==> config.mk <==
export PLATFORM = sky130hd
export DESIGN_NAME = mem_arbiter
export DESIGN_NICKNAME = d
export VERILOG_FILES = /design/src/rtl/mem_arbiter.sv
export SDC_FILE = /design/constraint.sdc
export NUM_CORES = 1
export LEC_CHECK = 0
export ABC_AREA = 0
export CAP_MARGIN = 0
export CORE_MARGIN = 2
export CORE_UTILIZATION = 30
export CTS_CLUSTER_SIZE = 16
export DETAILED_ROUTE_END_ITERATION = 10
export PLACE_DENSITY_LB_ADDON = 0.05
export SKIP_CTS_REPAIR_TIMING = 1
export SLEW_MARGIN = 20
export SYNTH_ARGS = -nofsm -noshare
export SYNTH_HDL_FRONTEND = slang
export SYNTH_SLANG_ARGS = --single-unit
==> constraint.sdc <==
create_clock -name clk -period 3.3 [get_ports clk]
set_input_delay 0.825 -clock clk [delete_from_list [all_inputs] [get_ports clk]]
set_output_delay 0.825 -clock clk [all_outputs]
set_load 0.02 [all_outputs]
==> src/rtl/mem_arbiter.sv <==
// Round-robin arbiter multiplexing per-thread LSU loads/stores onto one shared memory channel.
// One transaction is in flight at a time; results are relayed back until the requester lets go.
module mem_arbiter #(
    parameter int NUM_CONSUMERS = 4,
    parameter int ADDR_BITS     = 8,
    parameter int DATA_BITS     = 8
) (
    input  logic                               clk,
    input  logic                               reset,

    input  logic [NUM_CONSUMERS-1:0]           consumer_read_valid,
    input  logic [NUM_CONSUMERS*ADDR_BITS-1:0] consumer_read_address,
    output logic [NUM_CONSUMERS-1:0]           consumer_read_ready,
    output logic [NUM_CONSUMERS*DATA_BITS-1:0] consumer_read_data,

    input  logic [NUM_CONSUMERS-1:0]           consumer_write_valid,
    input  logic [NUM_CONSUMERS*ADDR_BITS-1:0] consumer_write_address,
    input  logic [NUM_CONSUMERS*DATA_BITS-1:0] consumer_write_data,
    output logic [NUM_CONSUMERS-1:0]           consumer_write_ready,

    output logic                               mem_read_valid,
    output logic [ADDR_BITS-1:0]               mem_read_address,
    input  logic                               mem_read_ready,
    input  logic [DATA_BITS-1:0]               mem_read_data,

    output logic                               mem_write_valid,
    output logic [ADDR_BITS-1:0]               mem_write_address,
    output logic [DATA_BITS-1:0]               mem_write_data,
    input  logic                               mem_write_ready,

    output logic                               busy
);

    localparam int PTR_W = (NUM_CONSUMERS > 1) ? $clog2(NUM_CONSUMERS) : 1;

    typedef enum logic [1:0] {
        StIdle,
        StReadWait,
        StWriteWait,
        StRelay
    } state_e;

    state_e                             r_state, w_state_nxt;
    logic [PTR_W-1:0]                   r_rr_ptr, w_rr_ptr_nxt;
    logic [PTR_W-1:0]                   r_grant, w_grant_nxt;
    logic                               r_is_read, w_is_read_nxt;
    logic                               r_mem_read_valid, w_mem_read_valid_nxt;
    logic [ADDR_BITS-1:0]               r_mem_read_address, w_mem_read_address_nxt;
    logic                               r_mem_write_valid, w_mem_write_valid_nxt;
    logic [ADDR_BITS-1:0]               r_mem_write_address, w_mem_write_address_nxt;
    logic [DATA_BITS-1:0]               r_mem_write_data, w_mem_write_data_nxt;
    logic [NUM_CONSUMERS-1:0]           r_read_ready, w_read_ready_nxt;
    logic [NUM_CONSUMERS-1:0]           r_write_ready, w_write_ready_nxt;
    logic [NUM_CONSUMERS*DATA_BITS-1:0] r_read_data, w_read_data_nxt;

    logic                               w_found;
    logic [PTR_W-1:0]                   w_sel;
    logic [PTR_W-1:0]                   w_scan_idx;
    logic [ADDR_BITS-1:0]               w_sel_raddr;
    logic [ADDR_BITS-1:0]               w_sel_waddr;
    logic [DATA_BITS-1:0]               w_sel_wdata;
    logic                               w_relay_done;

    // Scan starting at the round-robin pointer; first requester (read or write) wins.
    always_comb begin
        w_found    = 1'b0;
        w_sel      = '0;
        w_scan_idx = '0;
        for (int off = 0; off < NUM_CONSUMERS; off++) begin
            w_scan_idx = PTR_W'((int'(r_rr_ptr) + off) % NUM_CONSUMERS);
            if (!w_found &&
                (consumer_read_valid[w_scan_idx] || consumer_write_valid[w_scan_idx])) begin
                w_found = 1'b1;
                w_sel   = w_scan_idx;
            end
        end
    end

    always_comb begin
        w_sel_raddr = '0;
        w_sel_waddr = '0;
        w_sel_wdata = '0;
        for (int i = 0; i < NUM_CONSUMERS; i++) begin
            if (PTR_W'(i) == w_sel) begin
                w_sel_raddr = consumer_read_address[i*ADDR_BITS +: ADDR_BITS];
                w_sel_waddr = consumer_write_address[i*ADDR_BITS +: ADDR_BITS];
                w_sel_wdata = consumer_write_data[i*DATA_BITS +: DATA_BITS];
            end
        end
    end

    assign w_relay_done = r_is_read ? !consumer_read_valid[r_grant]
                                    : !consumer_write_valid[r_grant];

    always_comb begin
        w_state_nxt             = r_state;
        w_rr_ptr_nxt            = r_rr_ptr;
        w_grant_nxt             = r_grant;
        w_is_read_nxt           = r_is_read;
        w_mem_read_valid_nxt    = r_mem_read_valid;
        w_mem_read_address_nxt  = r_mem_read_address;
        w_mem_write_valid_nxt   = r_mem_write_valid;
        w_mem_write_address_nxt = r_mem_write_address;
        w_mem_write_data_nxt    = r_mem_write_data;
        w_read_ready_nxt        = r_read_ready;
        w_write_ready_nxt       = r_write_ready;
        w_read_data_nxt         = r_read_data;

        unique case (r_state)
            StIdle: begin
                if (w_found) begin
                    w_grant_nxt = w_sel;
                    // A consumer asking for both is served its load first.
                    if (consumer_read_valid[w_sel]) begin
                        w_is_read_nxt          = 1'b1;
                        w_mem_read_valid_nxt   = 1'b1;
                        w_mem_read_address_nxt = w_sel_raddr;
                        w_state_nxt            = StReadWait;
                    end else begin
                        w_is_read_nxt           = 1'b0;
                        w_mem_write_valid_nxt   = 1'b1;
                        w_mem_write_address_nxt = w_sel_waddr;
                        w_mem_write_data_nxt    = w_sel_wdata;
                        w_state_nxt             = StWriteWait;
                    end
                end
            end
            StReadWait: begin
                if (mem_read_ready) begin
                    w_mem_read_valid_nxt = 1'b0;
                    for (int i = 0; i < NUM_CONSUMERS; i++) begin
                        if (PTR_W'(i) == r_grant) begin
                            w_read_data_nxt[i*DATA_BITS +: DATA_BITS] = mem_read_data;
                            w_read_ready_nxt[i]                       = 1'b1;
                        end
                    end
                    w_state_nxt = StRelay;
                end
            end
            StWriteWait: begin
                if (mem_write_ready) begin
                    w_mem_write_valid_nxt = 1'b0;
                    for (int i = 0; i < NUM_CONSUMERS; i++) begin
                        if (PTR_W'(i) == r_grant) begin
                            w_write_ready_nxt[i] = 1'b1;
                        end
                    end
                    w_state_nxt = StRelay;
                end
            end
            StRelay: begin
                if (w_relay_done) begin
                    w_read_ready_nxt  = '0;
                    w_write_ready_nxt = '0;
                    w_rr_ptr_nxt      = (r_grant == PTR_W'(NUM_CONSUMERS - 1)) ? '0
                                                                               : r_grant + 1'b1;
                    w_state_nxt       = StIdle;
                end
            end
            default: w_state_nxt = StIdle;
        endcase
    end

    always_ff @(posedge clk) begin
        if (!reset) begin
            r_state             <= StIdle;
            r_rr_ptr            <= '0;
            r_grant             <= '0;
            r_is_read           <= 1'b0;
            r_mem_read_valid    <= 1'b0;
            r_mem_read_address  <= '0;
            r_mem_write_valid   <= 1'b0;
            r_mem_write_address <= '0;
            r_mem_write_data    <= '0;
            r_read_ready        <= '0;
            r_write_ready       <= '0;
            r_read_data         <= '0;
        end else begin
            r_state             <= w_state_nxt;
            r_rr_ptr            <= w_rr_ptr_nxt;
            r_grant             <= w_grant_nxt;
            r_is_read           <= w_is_read_nxt;
            r_mem_read_valid    <= w_mem_read_valid_nxt;
            r_mem_read_address  <= w_mem_read_address_nxt;
            r_mem_write_valid   <= w_mem_write_valid_nxt;
            r_mem_write_address <= w_mem_write_address_nxt;
            r_mem_write_data    <= w_mem_write_data_nxt;
            r_read_ready        <= w_read_ready_nxt;
            r_write_ready       <= w_write_ready_nxt;
            r_read_data         <= w_read_data_nxt;
        end
    end

    assign consumer_read_ready  = r_read_ready;
    assign consumer_read_data   = r_read_data;
    assign consumer_write_ready = r_write_ready;
    assign mem_read_valid       = r_mem_read_valid;
    assign mem_read_address     = r_mem_read_address;
    assign mem_write_valid      = r_mem_write_valid;
    assign mem_write_address    = r_mem_write_address;
    assign mem_write_data       = r_mem_write_data;
    assign busy                 = (r_state != StIdle);

endmodule

==> impl_metrics.env <==
export IMPL_outcome="finished, final reports clean"
export IMPL_drive_above_1_share_pct=8.60
export IMPL_crit_type="in2reg"
export IMPL_pin_count=183
export IMPL_num_vias=4312
export IMPL_clock_fmax_ghz=0.347
export IMPL_grt_antenna_before_repair=0
export IMPL_ir_drop_uv=248
export IMPL_track_usage_pct=18.4
export IMPL_grt_pass1_vias=4154
export IMPL_swShare_pct=34.2
export IMPL_rows=41
export IMPL_antennaDiodeCount=0
export IMPL_die_area_um2=14100
export IMPL_hold_path_class="reg2reg"
export IMPL_numCtsBuffers=9
export IMPL_rsz0062_at_grt="false"
export IMPL_cts_root_buffer="clkbuf_16"
export IMPL_async_flop_share_pct=0
export IMPL_synth_main_ff_cell="dfxtp_1"
export IMPL_ys_seq_area_share_pct=37.0
export IMPL_htree_levels=3
export IMPL_final_cell_area_um2=6300
export IMPL_power_leakage_nw=2.25
export IMPL_clk_latency_ns=0.34
export IMPL_synth_avg_cell_area_um2=7.77
export IMPL_drtAntennaViolNets=0
export IMPL_clockPowerShare_pct=29.8
export IMPL_p_per_area_nw_per_um2=538
export IMPL_dr_first_iter_drc_count=275
export IMPL_synth_top_area_share_pct=37.0
export IMPL_portBuffers=182
export IMPL_die_y_um=119
export IMPL_gp_congestion=0.896
export IMPL_start_kind="input pin"
export IMPL_syn_area_um2=3950
export IMPL_ys_top_cells_by_area="dfxtp_1 37%, nand2_1 15%, a21oi_1 8.5%, a32o_1 3.8%, o22ai_2 3.2%"
export IMPL_post_dp_cell_area_um2=6000
export IMPL_nets=805
export IMPL_synth_top_family_by_area="compound AO/OA/AOI/OAI gates"
export IMPL_maxCapViolCount=0
export IMPL_synth_adder_area_share_pct=2.54
export IMPL_synth_top_area_cell="dfxtp_1"
export IMPL_p_int_mw=2.23
export IMPL_synth_xor_area_share_pct=0
export IMPL_grt_overflow=0
export IMPL_wire_per_inst_um=15.5
export IMPL_path_max_fanout=46
export IMPL_worstMarginPinSlew_ns=0.605
export IMPL_mostFrequentLayoutCells="182 x clkdlybuf4s50_1, 157 x nand2_1, 73 x dfxtp_1"
export IMPL_netlist_instances=508
export IMPL_setup_tns_ns=0
export IMPL_drtPass1Iterations=4
export IMPL_fillCellCount=1272
export IMPL_required_ns=3.57
export IMPL_yosys_area_share_simple_pct=21.8
export IMPL_totalWireLength_um=13300
export IMPL_synth_edf_count=0
export IMPL_hpwl_um=9820
export IMPL_synth_compound_area_share_pct=28.5
export IMPL_slew_violations=0
export IMPL_grt_pass1_wl_um=21200
export IMPL_post_route_drc_count=0
export IMPL_cts_path_max_buffers=2
export IMPL_setup_viol=0
export IMPL_yosysWarnings=0
export IMPL_coreArea_um2=12700
export IMPL_cp_arrival_ns=3.15
export IMPL_start_util_pct=31.0
export IMPL_maxSlewHeadroom_pct=59.7
export IMPL_synth_seq_cells=73
export IMPL_p_switching_mw=1.16
export IMPL_seqPwrFrac_pct=32.5
export IMPL_grt_max_degree=56
export IMPL_ys_types=51
export IMPL_period_share_pct=87.3
export IMPL_cts_sink_count=73
export IMPL_hold_violations=0
export IMPL_die_w_um=119
export IMPL_final_common_cell="clkdlybuf4s50_1"
export IMPL_fin_worst_skew_ns=0.00987
export IMPL_viasPerCell=5.03
export IMPL_syn_to_final_growth_pct=59.8
export IMPL_comb_power_share_pct=37.7
export IMPL_fin_crit_ns=2.88
export IMPL_cts_tree="built"
export IMPL_synth_net_count=632
export IMPL_endpoint_kind="register"
export IMPL_path_clk_slew_ns=0.07
export IMPL_muxShareOfSynthArea_pct=4.50
## synthesized netlist by cell type (all sizes together), types with 2 or more instances
cell,number
mux2i,11
a221oi,9
nand2b,2
or2,6
a311o,9
o21ai,14
a21oi,67
or3,2
inv,10
clkbuf,23
nand3,10
buf,16
a31oi,6
nand2,157
nor3,2
o311ai,2
a32o,15
mux4,2
mux2,2
o2bb2ai,2
nor2,8
ha,8
o21a,2
dfxtp,73
nor2b,9
o21bai,5
o22ai,19
and3,4
## logic make-up (layout without fill, tap and decap cells)
family,Yosys count,in the layout
muxes,15,15
AOI/OAI and AO/OA,159,159
DFF,73,73
adders and majority gates,8,8
buffers and inverters,49,227
and+or+nand+nor,204,204
## critical path, stage by stage
cell and delay [ns]:
clkdlybuf4s50_1 0.57, nor2_2 0.08, o2bb2ai_1 0.37, nand2b_2 0.24, buf_4 0.41, a221oi_1 0.18, a311o_1 0.34, mux2i_1 0.12
## layer usage
layer	GRT usage (%)	share of wire (%)
met5	0	0
met4	4.24	0.85
met3	5.50	7.4
met2	31.3	48
met1	22.7	44
## cell type report
cell class                      count  area [µm²]  area share, %
Clock buffer                        9         225           3.57
Clock inverter                      7        78.8           1.25
Multi-Input combinational cell    386        2270           36.0
Timing Repair Buffer              201        2010           32.0
Sequential cell                    73        1460           23.2
Inverter                           10        37.5          0.595
Tap cell                          172         215           3.41
## power by group through the flow
stage	sequential [mW]	combinational (mW)	clock, mW
6_report	1.10	1.28	1.01
5_1_grt	1.12	1.37	1.06
4_1_cts	1.10	1.29	1.02
3_5_place_dp	1.12	1.29	0
3_3_place_gp	1.11	1.28	0
2_1_floorplan	1.24	0.565	0
## metrics by stage
step | power, mW | util [%] | cells | worst slack [ns] | hold WS [ns]
floorplan | 1.81 | - | 508 | 0.672 | 0.441
global placement | 2.39 | 47.2 | 842 | 0.168 | 0.440
detailed placement | 2.40 | 47.2 | 842 | 0.0474 | 0.448
CTS | 3.42 | 49.6 | 858 | 0.396 | 0.456
global route | 3.56 | 49.6 | 858 | 0.203 | 0.477
finish | 3.39 | 49.6 | 858 | 0.420 | 0.454
## worst paths after layout
check	endpoint	slack, ns	from	cells past startpoint
worst min register to register	consumer_read_data[22]	0.45	consumer_read_data[22]	2
worst max-delay path	mem_read_address[4]	0.42	consumer_read_valid[0]	8
worst min-delay path	consumer_read_data[22]	0.45	consumer_read_data[22]	2
worst max register to register	mem_read_address[4]	0.90	r_rr_ptr[1]	7
## state kept, by name, indices dropped and copies added (netlist names)
register,cells
consumer_read_data,32
mem_read_address,8
mem_write_address,8
mem_write_data,8
consumer_read_ready,4
consumer_write_ready,4
r_grant,2
r_rr_ptr,2
r_state,2
mem_read_valid,1
mem_write_valid,1
r_is_read,1
(Power assumes the default switching activity.)
